--- config.mk ---
export PLATFORM = sky130hd
export DESIGN_NAME = mux16_rr_sched_flat
export DESIGN_NICKNAME = d
export VERILOG_FILES = /design/src/rtl/mux16_rr_sched_if.sv /design/src/rtl/mux16_rr_sched.sv /design/src/flat_wrapper.sv
export SDC_FILE = /design/constraint.sdc
export NUM_CORES = 1
export LEC_CHECK = 0
export CELL_PAD_IN_SITES_DETAIL_PLACEMENT = 1
export CELL_PAD_IN_SITES_GLOBAL_PLACEMENT = 1
export CORE_ASPECT_RATIO = 0.8
export CORE_MARGIN = 3
export CORE_UTILIZATION = 25
export DETAILED_ROUTE_END_ITERATION = 10
export GPL_TIMING_DRIVEN = 0
export HOLD_SLACK_MARGIN = 0.06
export PLACE_DENSITY = 0.6
export SLEW_MARGIN = 10
export SYNTH_ARGS = -nofsm -noshare
export SYNTH_HDL_FRONTEND = slang
export SYNTH_SLANG_ARGS = --single-unit
--- constraint.sdc ---
create_clock -name clk -period 6.6 [get_ports clk]
set_input_delay 1.32 -clock clk [delete_from_list [all_inputs] [get_ports clk]]
set_output_delay 1.32 -clock clk [all_outputs]
set_load 0.02 [all_outputs]
--- src/rtl/mux16_rr_sched_if.sv ---
// Bundle between the 16 source channels / serial consumer and the round-robin scheduler.
// master is the scheduler side, slave is the environment (sources plus consumer).
interface mux16_rr_sched_if;
    localparam int unsigned N_CH  = 16;
    localparam int unsigned SEL_W = 4;

    logic [N_CH-1:0]  req;
    logic [N_CH-1:0]  din;
    logic             out_ready;
    logic [SEL_W-1:0] sel;
    logic [N_CH-1:0]  gnt;
    logic             out_valid;
    logic             y;
    logic             busy;

    modport master (
        input  req, din, out_ready,
        output sel, gnt, out_valid, y, busy
    );

    modport slave (
        output req, din, out_ready,
        input  sel, gnt, out_valid, y, busy
    );
endinterface

--- src/rtl/mux16_rr_sched.sv ---
// Round-robin scheduler sharing one 16:1 bit mux between 16 requesters,
// with bounded bursts per grant and a valid/ready output toward one consumer.
module mux16_rr_sched #(
    parameter int unsigned MAX_BURST = 4
) (
    input logic              clk,
    input logic              rst_n,
    mux16_rr_sched_if.master bus
);
    localparam int unsigned N_CH  = 16;
    localparam int unsigned SEL_W = 4;
    localparam int unsigned CNT_W = 4;
    localparam logic [CNT_W-1:0] BURST_LAST = CNT_W'(MAX_BURST - 1);

    typedef enum logic {IDLE, GRANT} state_t;

    state_t           state_q, state_d;
    logic [SEL_W-1:0] sel_q, sel_d;
    logic [SEL_W-1:0] ptr_q, ptr_d;
    logic [N_CH-1:0]  gnt_q, gnt_d;
    logic             valid_q, valid_d;
    logic             busy_q, busy_d;
    logic [CNT_W-1:0] cnt_q, cnt_d;

    logic [SEL_W:0]   pick_idle;
    logic [SEL_W:0]   pick_rel;
    logic             xfer;
    logic             release_c;

    // First requester at or after start (mod 16); MSB flags that one was found.
    function automatic logic [SEL_W:0] rr_pick(input logic [SEL_W-1:0] start,
                                               input logic [N_CH-1:0]  r);
        logic             found;
        logic [SEL_W-1:0] idx;
        logic [SEL_W-1:0] pick;
        found = 1'b0;
        pick  = '0;
        for (int unsigned i = 0; i < N_CH; i++) begin
            idx = start + SEL_W'(i);
            if (!found && r[idx]) begin
                found = 1'b1;
                pick  = idx;
            end
        end
        return {found, pick};
    endfunction

    assign pick_idle = rr_pick(ptr_q, bus.req);
    assign pick_rel  = rr_pick(sel_q + SEL_W'(1), bus.req);
    assign xfer      = valid_q & bus.out_ready;
    // Abandon and last-bit both show up as req[sel] low; the burst limit needs an accepted transfer.
    assign release_c = !bus.req[sel_q] || (xfer && (cnt_q == BURST_LAST));

    always_ff @(posedge clk) begin
        if (!rst_n) begin
            state_q <= IDLE;
            sel_q   <= '0;
            ptr_q   <= '0;
            gnt_q   <= '0;
            valid_q <= 1'b0;
            busy_q  <= 1'b0;
            cnt_q   <= '0;
        end else begin
            state_q <= state_d;
            sel_q   <= sel_d;
            ptr_q   <= ptr_d;
            gnt_q   <= gnt_d;
            valid_q <= valid_d;
            busy_q  <= busy_d;
            cnt_q   <= cnt_d;
        end
    end

    always_comb begin
        state_d = state_q;
        sel_d   = sel_q;
        ptr_d   = ptr_q;
        gnt_d   = gnt_q;
        valid_d = valid_q;
        busy_d  = busy_q;
        cnt_d   = cnt_q;

        case (state_q)
            IDLE: begin
                if (pick_idle[SEL_W]) begin
                    state_d = GRANT;
                    sel_d   = pick_idle[SEL_W-1:0];
                    gnt_d   = N_CH'(1) << pick_idle[SEL_W-1:0];
                    valid_d = 1'b1;
                    busy_d  = 1'b1;
                    cnt_d   = '0;
                end
            end
            GRANT: begin
                if (release_c) begin
                    ptr_d = sel_q + SEL_W'(1);
                    cnt_d = '0;
                    // Re-arbitrate in the same edge so consecutive grants have no bubble.
                    if (pick_rel[SEL_W]) begin
                        sel_d = pick_rel[SEL_W-1:0];
                        gnt_d = N_CH'(1) << pick_rel[SEL_W-1:0];
                    end else begin
                        state_d = IDLE;
                        gnt_d   = '0;
                        valid_d = 1'b0;
                        busy_d  = 1'b0;
                    end
                end else if (xfer) begin
                    cnt_d = cnt_q + CNT_W'(1);
                end
            end
            default: begin
                state_d = IDLE;
            end
        endcase
    end

    assign bus.sel       = sel_q;
    assign bus.gnt       = gnt_q;
    assign bus.out_valid = valid_q;
    assign bus.busy      = busy_q;
    assign bus.y         = valid_q & bus.din[sel_q];

endmodule

--- src/flat_wrapper.sv ---
// flat-port wrapper written by rule: the top's interface ports become plain ports
module mux16_rr_sched_flat 
#(
    parameter int unsigned MAX_BURST = 4
)
  (clk, rst_n, bus_req, bus_din, bus_out_ready, bus_sel, bus_gnt, bus_out_valid, bus_y, bus_busy);
  mux16_rr_sched_if bus_i ();
  input logic clk;
  input logic rst_n;
  input wire logic [$bits(bus_i.req)-1:0] bus_req;
  input wire logic [$bits(bus_i.din)-1:0] bus_din;
  input wire logic [$bits(bus_i.out_ready)-1:0] bus_out_ready;
  output wire logic [$bits(bus_i.sel)-1:0] bus_sel;
  output wire logic [$bits(bus_i.gnt)-1:0] bus_gnt;
  output wire logic [$bits(bus_i.out_valid)-1:0] bus_out_valid;
  output wire logic [$bits(bus_i.y)-1:0] bus_y;
  output wire logic [$bits(bus_i.busy)-1:0] bus_busy;
  assign bus_i.req = bus_req;
  assign bus_i.din = bus_din;
  assign bus_i.out_ready = bus_out_ready;
  assign bus_sel = bus_i.sel;
  assign bus_gnt = bus_i.gnt;
  assign bus_out_valid = bus_i.out_valid;
  assign bus_y = bus_i.y;
  assign bus_busy = bus_i.busy;
  mux16_rr_sched #(.MAX_BURST(MAX_BURST)) u_core (.clk(clk), .rst_n(rst_n), .bus(bus_i));
endmodule
# == Word-level counts from Yosys, hierarchy flattened ==
# Cells that the tools add are included.
# W data, S select, Z words.
# op_classes
n_addsub,32
order_cmp,33
eq_ne,6
n_shift,2
muxes,152
n_bitwise,3
n_reduce_logical,68
# op_table
cell,n
$lt A4 B5 Y1 const B,33
$mux W4,38
$bmux W1 S4,34
$mux W1,72
$add A4 B4 Y4 const B,16
$mux W16,3
$add A4 B3 Y4 const B,8
$pmux W16 S2,1
$shl A1 B4 Y16 const A,2
$logic_and A1 B1 Y1,31
$logic_not A1 Y1,31
$add A4 B1 Y4 const B,4
$add A4 B2 Y4 const B,4
$pmux W4 S2,2
$ne A2 B2 Y1 const B,3
$reduce_and A2 Y1,3
$reduce_and A3 Y1,2
$eq A4 B2 Y1 const B,1
$pmux W1 S2,2
$ne A3 B3 Y1 const B,1
$and A1 B1 Y1,2
$ne A2 B1 Y1 const B,1
$logic_or A1 B1 Y1,1
$not A1 Y1,1
# totals
reg_bits,30
input_bits,35
out_inout_bits,23

# == Longest topological paths before layout ==
# Gate-level depths: netlist of the first run.
# depth
word_depth,53
depth_mapped,19
ltp_nobuf,14

# == Least setup slack after synthesis of the first run ==
# Ideal clock, no wire load.
# synth_timing
path_type,reg2reg
from,register u_core.ptr_q[1]
to,register u_core.gnt_q[5] (netlist: u_core.bus.gnt[5])
arrival_ns,5.205
t_required_ns,6.513
slack_ns,1.308
path_stages_with_launch,18
period_less_slack_ns,5.292
path_cell_list,dfxtp_1 -> clkbuf_1 -> clkbuf_1 -> inv_1 -> ha_1 -> clkbuf_1 -> mux4_2 -> mux2_2 -> mux2i_2 -> nand2_1 -> or4_1 -> buf_2 -> or4_1 -> a32oi_1 -> o21a_2 -> nor4b_2 -> a22oi_1 -> o31ai_1
# synth_between
elab_chain_len,51
# synth_lines
element,line_no,rtl
"start, declared",mux16_rr_sched.sv:19,"logic [SEL_W-1:0] ptr_q, ptr_d;"
"start signal, assigned",mux16_rr_sched.sv:66,ptr_q <= ptr_d;
"parallel branches: the longest is 51 deep, another holds $add A4 B1 Y4",n/a,
"end signal, assigned",mux16_rr_sched.sv:67,gnt_q <= gnt_d;
"end, declared",mux16_rr_sched.sv:20,"logic [N_CH-1:0] gnt_q, gnt_d;"
# Several ways; the timed one is not identified. The select of a mux whose other input is x is not followed.
# A chain may end at the register's enable or synchronous reset.

# == Worst setup path in the final report of the first run ==
# layout_timing
from,register u_core.ptr_q[2]
to,register u_core.gnt_q[9] (netlist: u_core.bus.gnt[9])
# The elaborated chain is that of the path after synthesis.

==> results of run 1 <==
## metal layers
layer | up-vias | share of wire
met5 | - | 0
met4 | 0 | 0.0022
met3 | 8 | 0.069
met2 | 251 | 0.39
met1 | 3650 | 0.54
li1 | 3369 | -
## final cells by class
type / count / share of cell area
tap: 351 / 0.05611
clock buffer: 6 / 0.01774
inverter: 21 / 0.01007
clock inverter: 2 / 0.001598
buffer: 63 / 0.03756
multi-input combinational: 718 / 0.7273
sequential: 30 / 0.07673
timing repair buffer: 57 / 0.07289
## repair_timing
| action | 4_1_cts | 5_1_grt |
|---|---|---|
| hold buffers | 0 | 0 |
| pin swaps | 0 | 0 |
| setup endpoints to repair | 21 | 18 |
| gates resized for setup | 7 | 6 |
## sequential cells by signal (all words and copies together) (netlist names)
name,count
u_core.bus.gnt,16
u_core.cnt_q,4
u_core.state_q,1
u_core.bus.sel,4
u_core.bus.out_valid,1
u_core.ptr_q,4
## through the flow
step / utilization / setup WS, ns / TNS (ns) / cell area (um2) / hold slack (ns)
detailed placement: 0.2973 / -0.5868 / -6.632 / 7640 / 0.4594
global route: 0.3046 / 0.01548 / 0 / 7828 / 0.4949
finish: 0.3046 / 0.4246 / 0 / 7828 / 0.4717
global placement: 0.2973 / -0.6341 / -7.422 / 7640 / 0.4743
CTS: 0.3039 / 0.1538 / 0 / 7810 / 0.4699
floorplan: - / 1.308 / 0 / 6630 / 0.4798
## Yosys cell counts, drive strengths merged (6+ instances only)
master    n  area, um2
a31oi    13      81.33
and2     21      131.4
nor2b    10      62.56
nor4     11      87.59
o31ai     7      52.55
o2bb2ai   6      52.55
clkbuf   43      161.4
dfxtp    30      600.6
xnor2    16      147.7
nand4     6      43.79
nor3     19      105.1
o211ai    8      60.06
nor2     66      247.7
a211o     6      52.55
a32oi     7      61.31
a211oi   14      105.1
a22oi    14      110.1
nand3    29      145.1
a21oi    51      255.2
nand2b   16      100.1
a21boi    7      52.55
inv      20      75.07
ha       10      125.1
o211a     8      80.08
or3       8      50.05
mux2     28      315.3
mux2i    58      584.3
or2       7      43.79
mux4     50       1130
o21ai    47      235.2
and3      6      37.54
buf      21      128.9
o22ai     7      43.79
nand2    82      307.8
## how the worst max path moves through the flow
stage / slack, ns / cells after the start / startpoint / to
after global routing: 0.02 / 18 / u_core.ptr_q[2] / u_core.bus.gnt[9]
after CTS: 0.15 / 18 / u_core.ptr_q[2] / u_core.bus.gnt[9]
after global placement: -0.63 / 18 / u_core.ptr_q[1] / u_core.bus.gnt[9]
final: 0.42 / 18 / u_core.ptr_q[2] / u_core.bus.gnt[9]
after detailed placement: -0.59 / 18 / u_core.ptr_q[1] / u_core.bus.gnt[9]
after floorplan: 1.31 / 17 / u_core.ptr_q[1] / u_core.bus.gnt[5]
## kinds of logic after synthesis
group           Yosys count  share of synthesized area
flops                    30                    0.09058
compound gates          250                     0.2614
buf+inv                  85                    0.05567
fa+ha+maj                10                    0.01887
mux                     136                     0.3061
simple gates            300                     0.2312
xor+xnor                 22                    0.03624
## worst min-delay path, cell delays in order (launching register included)
cell     delay (ns)
dfxtp_1        0.31
nand2_1        0.06
nand3_1        0.05
==> results.yml, run 1 <==
status:
  status: "finished, final reports clean"
floorplan:
  start_util: 0.2580
  ios: 58
  dieArea_um2: 28520
  dieHeight_um: 151.7
  floorplan.rows: 52
  coreArea_um2: 25700
  die_w_um: 188.1
logic_synthesis:
  async_reset_ff_frac: 0
  synth_nets: 878
  synth-seq-cells: 30
  synth_edf_count: 0
  yosysWarningCount: 0
  seq_area_frac_synth: 0.09058
  synth_area_um2: 6630
  ys.flop_type: "dfxtp_1"
  synthDistinctLibCells: 90
  synth_cells: 833
  synth.avg_cell_area_um2: 7.959
sta:
  finClkSkew_ns: 0.003276
  min_period_ns: 6.175
  worst_pin_slew_ns: 1.133
  hold_violations: 0
  slew_violations: 0
  slew_headroom: 0.2389
  setup-violations-final: 0
  rsz0062_at_grt: "no"
  period_share: 0.9357
  max_freq_mhz: 161.9
grt:
  met3_usage: 0.03243
  grt_pass1_vias: 7021
  grt_max_degree: 11
  antenna_found_initial: 0
  grt-busiest-layer: "met1"
  grt_pass1_wl_um: 43530
  grt.total_usage: 0.1932
  use_met2: 0.2688
  grt_use_met1: 0.3166
  grt_remaining_overflow: 0
drt:
  dr_total_vias: 7278
  avgViaCountPerCell: 5.832
  totalWireLength_um: 28110
  antenna_left: 0
  wl_per_cell_um: 22.52
  drc_errors: 0
  dr.pass1.iters: 5
  drtIter0Drc: 629
clock_network:
  clk_pin_slew_worst_paths_ns: 0.05
  cts_htree_levels: 2
  clock-sinks: 30
  cts_tree: "built"
  post-cts-setup-buffers: 0
  cts_made_buffers: 5
  clockBufferDepth: 2
  insertion_delay_ns: 0.28
  cts-root-buf: "clkbuf_16"
layout:
  multi_input_area_um2: 5693
  antenna_cells: 0
  final_cells: 1248
  fillers: 3134
  drive_gt1_frac: 0.1505
  synthToLayoutAreaGrowth_pct: 18.06
  layout_common_cells: "nand2_1 (82), nor2_1 (66), mux2i_1 (57), clkdlybuf4s50_1 (57), a21oi_1 (51)"
  seq_area_um2: 600.6
  final_common_cell: "nand2_1"
  nets: 941
min_path:
  whs_path_depth: 2
  min_from: "u_core.bus.gnt[7]"
  whs_endpoint: "u_core.bus.gnt[7]"
  min_path_type: "reg -> reg"
placement:
  hpwl_um: 21990
  dp.cells: 1241
  port_buffers: 57
  gp_congestion: 0.9263
critical_path:
  r2r_end: "u_core.bus.gnt[9]"
  path_delay_family: "buffers and inverters"
  arrival_ns: 6.40
  slowest_stage: "buf_1"
  r2r_setup_slack_ns: 0.42
  cp-end-kind: "flip-flop"
  rr_worst_depth: 18
  r2r-start: "u_core.ptr_q[2]"
  cpPeakStageDelay_ns: 0.48
  crit_type: "reg -> reg"
  setup.worst_path.start_class: "flip-flop"
  critical_path.max_fanout: 10
  cp_cell_sequence: "clkbuf_1 -> buf_1 -> clkbuf_2 -> inv_1 -> ha_1 -> clkbuf_1 -> clkbuf_2 -> mux2i_1 -> a211oi_2 -> o21ai_0 -> nand3_1 -> a211oi_1 -> a21oi_1 -> a211oi_2 -> nor2b_1 -> nand2_1 -> nand2_1 -> o221a_1"
  cp.buffers_inverters: 6
  cp.required_ns: 6.83
job:
  cap_violations: 0
Power of run 1 is not shown: default switching activity piles up to over one toggle a cycle in this logic, so the estimate is an artifact.
==> inputs of run 2 (changes only) <==
Settings changed: REMOVE_ABC_BUFFERS set to 1.
==> results.yml, run 2 (same netlist as run 1, synthesis figures left out) <==
drt:
  dr_total_vias: 7118
  dr.pass1.iters: 5
  antenna_left: 0
  totalWireLength_um: 26700
  drtIter0Drc: 575
  avgViaCountPerCell: 5.997
  drc_errors: 0
  wl_per_cell_um: 22.49
clock_network:
  cts_made_buffers: 5
  holdBufCountCts: 0
  post-cts-setup-buffers: 0
  post_cts_resized: 1
  cts_tree: "built"
  cts_htree_levels: 2
  clk_pin_slew_worst_paths_ns: 0.06
  clock-sinks: 30
  insertion_delay_ns: 0.28
  clockBufferDepth: 2
  cts-root-buf: "clkbuf_16"
critical_path:
  cp-end-kind: "flip-flop"
  setup.worst_path.start_class: "primary input"
  critical_path.max_fanout: 12
  cp.required_ns: 6.81
  arrival_ns: 6.64
  crit_type: "in -> reg"
layout:
  post-route-util: 0.2942
  final_common_cell: "nand2_1"
  fin_area_um2: 7560
  largest_reg_flops: 16
  drive_gt1_frac: 0.1400
  synthToLayoutAreaGrowth_pct: 14.02
  nets: 880
  antenna_cells: 0
  fillers: 3082
  layout_common_cells: "nand2_1 (82), nor2_1 (66), mux2i_1 (57), clkdlybuf4s50_1 (57), a21oi_1 (51)"
sta:
  finClkSkew_ns: 0.008743
  period_share: 0.9730
  min_period_ns: 6.422
  slew_headroom: 0.1662
  rsz0062_at_grt: "no"
  max_freq_mhz: 155.7
  hold_violations: 0
  worst_pin_slew_ns: 1.242
  slew_violations: 0
  setup-violations-final: 0
  fin_ws_ns: 0.1779
  whs_ns: 0.4899
floorplan:
  floorplan.rows: 52
  die_w_um: 188.1
  start_util: 0.2580
  ios: 58
  dieArea_um2: 28520
  dieHeight_um: 151.7
  coreArea_um2: 25700
status:
  status: "finished, final reports clean"
grt:
  antenna_found_initial: 0
  grt_pass1_wl_um: 41710
  grt_remaining_overflow: 0
  grt.total_usage: 0.1836
  grt_pass1_vias: 6995
  grt_max_degree: 51
placement:
  dpl_worst_slack_ns: -0.2310
  port_buffers: 57
  gp_congestion: 0.9163
  dpl_cell_area_um2: 7398
  hpwl_um: 20020
job:
  cap_violations: 0
min_path:
  min_path_type: "reg -> reg"
[run 2: area by class of cell]
type | count | area, um2 | area share
Sequential cell | 30 | 609.3 | 0.08060
Clock buffer | 6 | 138.9 | 0.01837
Clock inverter | 2 | 11.26 | 0.001490
Inverter | 21 | 78.83 | 0.01043
Multi-Input combinational cell | 718 | 5672 | 0.7502
Tap cell | 351 | 439.2 | 0.05809
Timing Repair Buffer | 59 | 610.6 | 0.08077
[run 2: worst max-delay path: stages]
cell and delay [ns]:
clkdlybuf4s50_1 0.67, mux4_2 0.65, mux2_2 0.31, mux2i_1 0.48, nand2_1 0.24, or4_1 0.82, a211oi_1 0.56, a21oi_1 0.18
a211oi_1 0.73, nor2b_1 0.35, a32oi_1 0.13, a21oi_1 0.20
[run 2: final timing paths]
| path | to | slack (ns) | cells past startpoint | startpoint |
|---|---|---|---|---|
| setup / recovery | u_core.bus.gnt[11] | 0.18 | 12 | bus_req[5] |
| hold reg to reg | u_core.bus.gnt[7] | 0.49 | 2 | u_core.bus.gnt[7] |
| setup reg to reg | u_core.bus.gnt[11] | 0.20 | 13 | u_core.ptr_q[1] |
| hold / removal | u_core.bus.gnt[7] | 0.49 | 2 | u_core.bus.gnt[7] |
[run 2: stage by stage]
stage | cells | setup TNS (ns)
6_report | 1187 | 0
4_1_cts | 1187 | 0
5_1_grt | 1187 | 0
3_3_place_gp | 1177 | -29.15
3_5_place_dp | 1179 | -0.9412
2_1_floorplan | 769 | 0
[run 2: per-layer routing]
metal,GRT usage,wire length [um],vias to the layer above
met5,0,0,-
met4,0.01800,76,0
met3,0.02898,2066,8
met2,0.2578,10500,281
met1,0.2977,14060,3582
li1,-,-,3247
Power of run 2 is left out for the same reason.
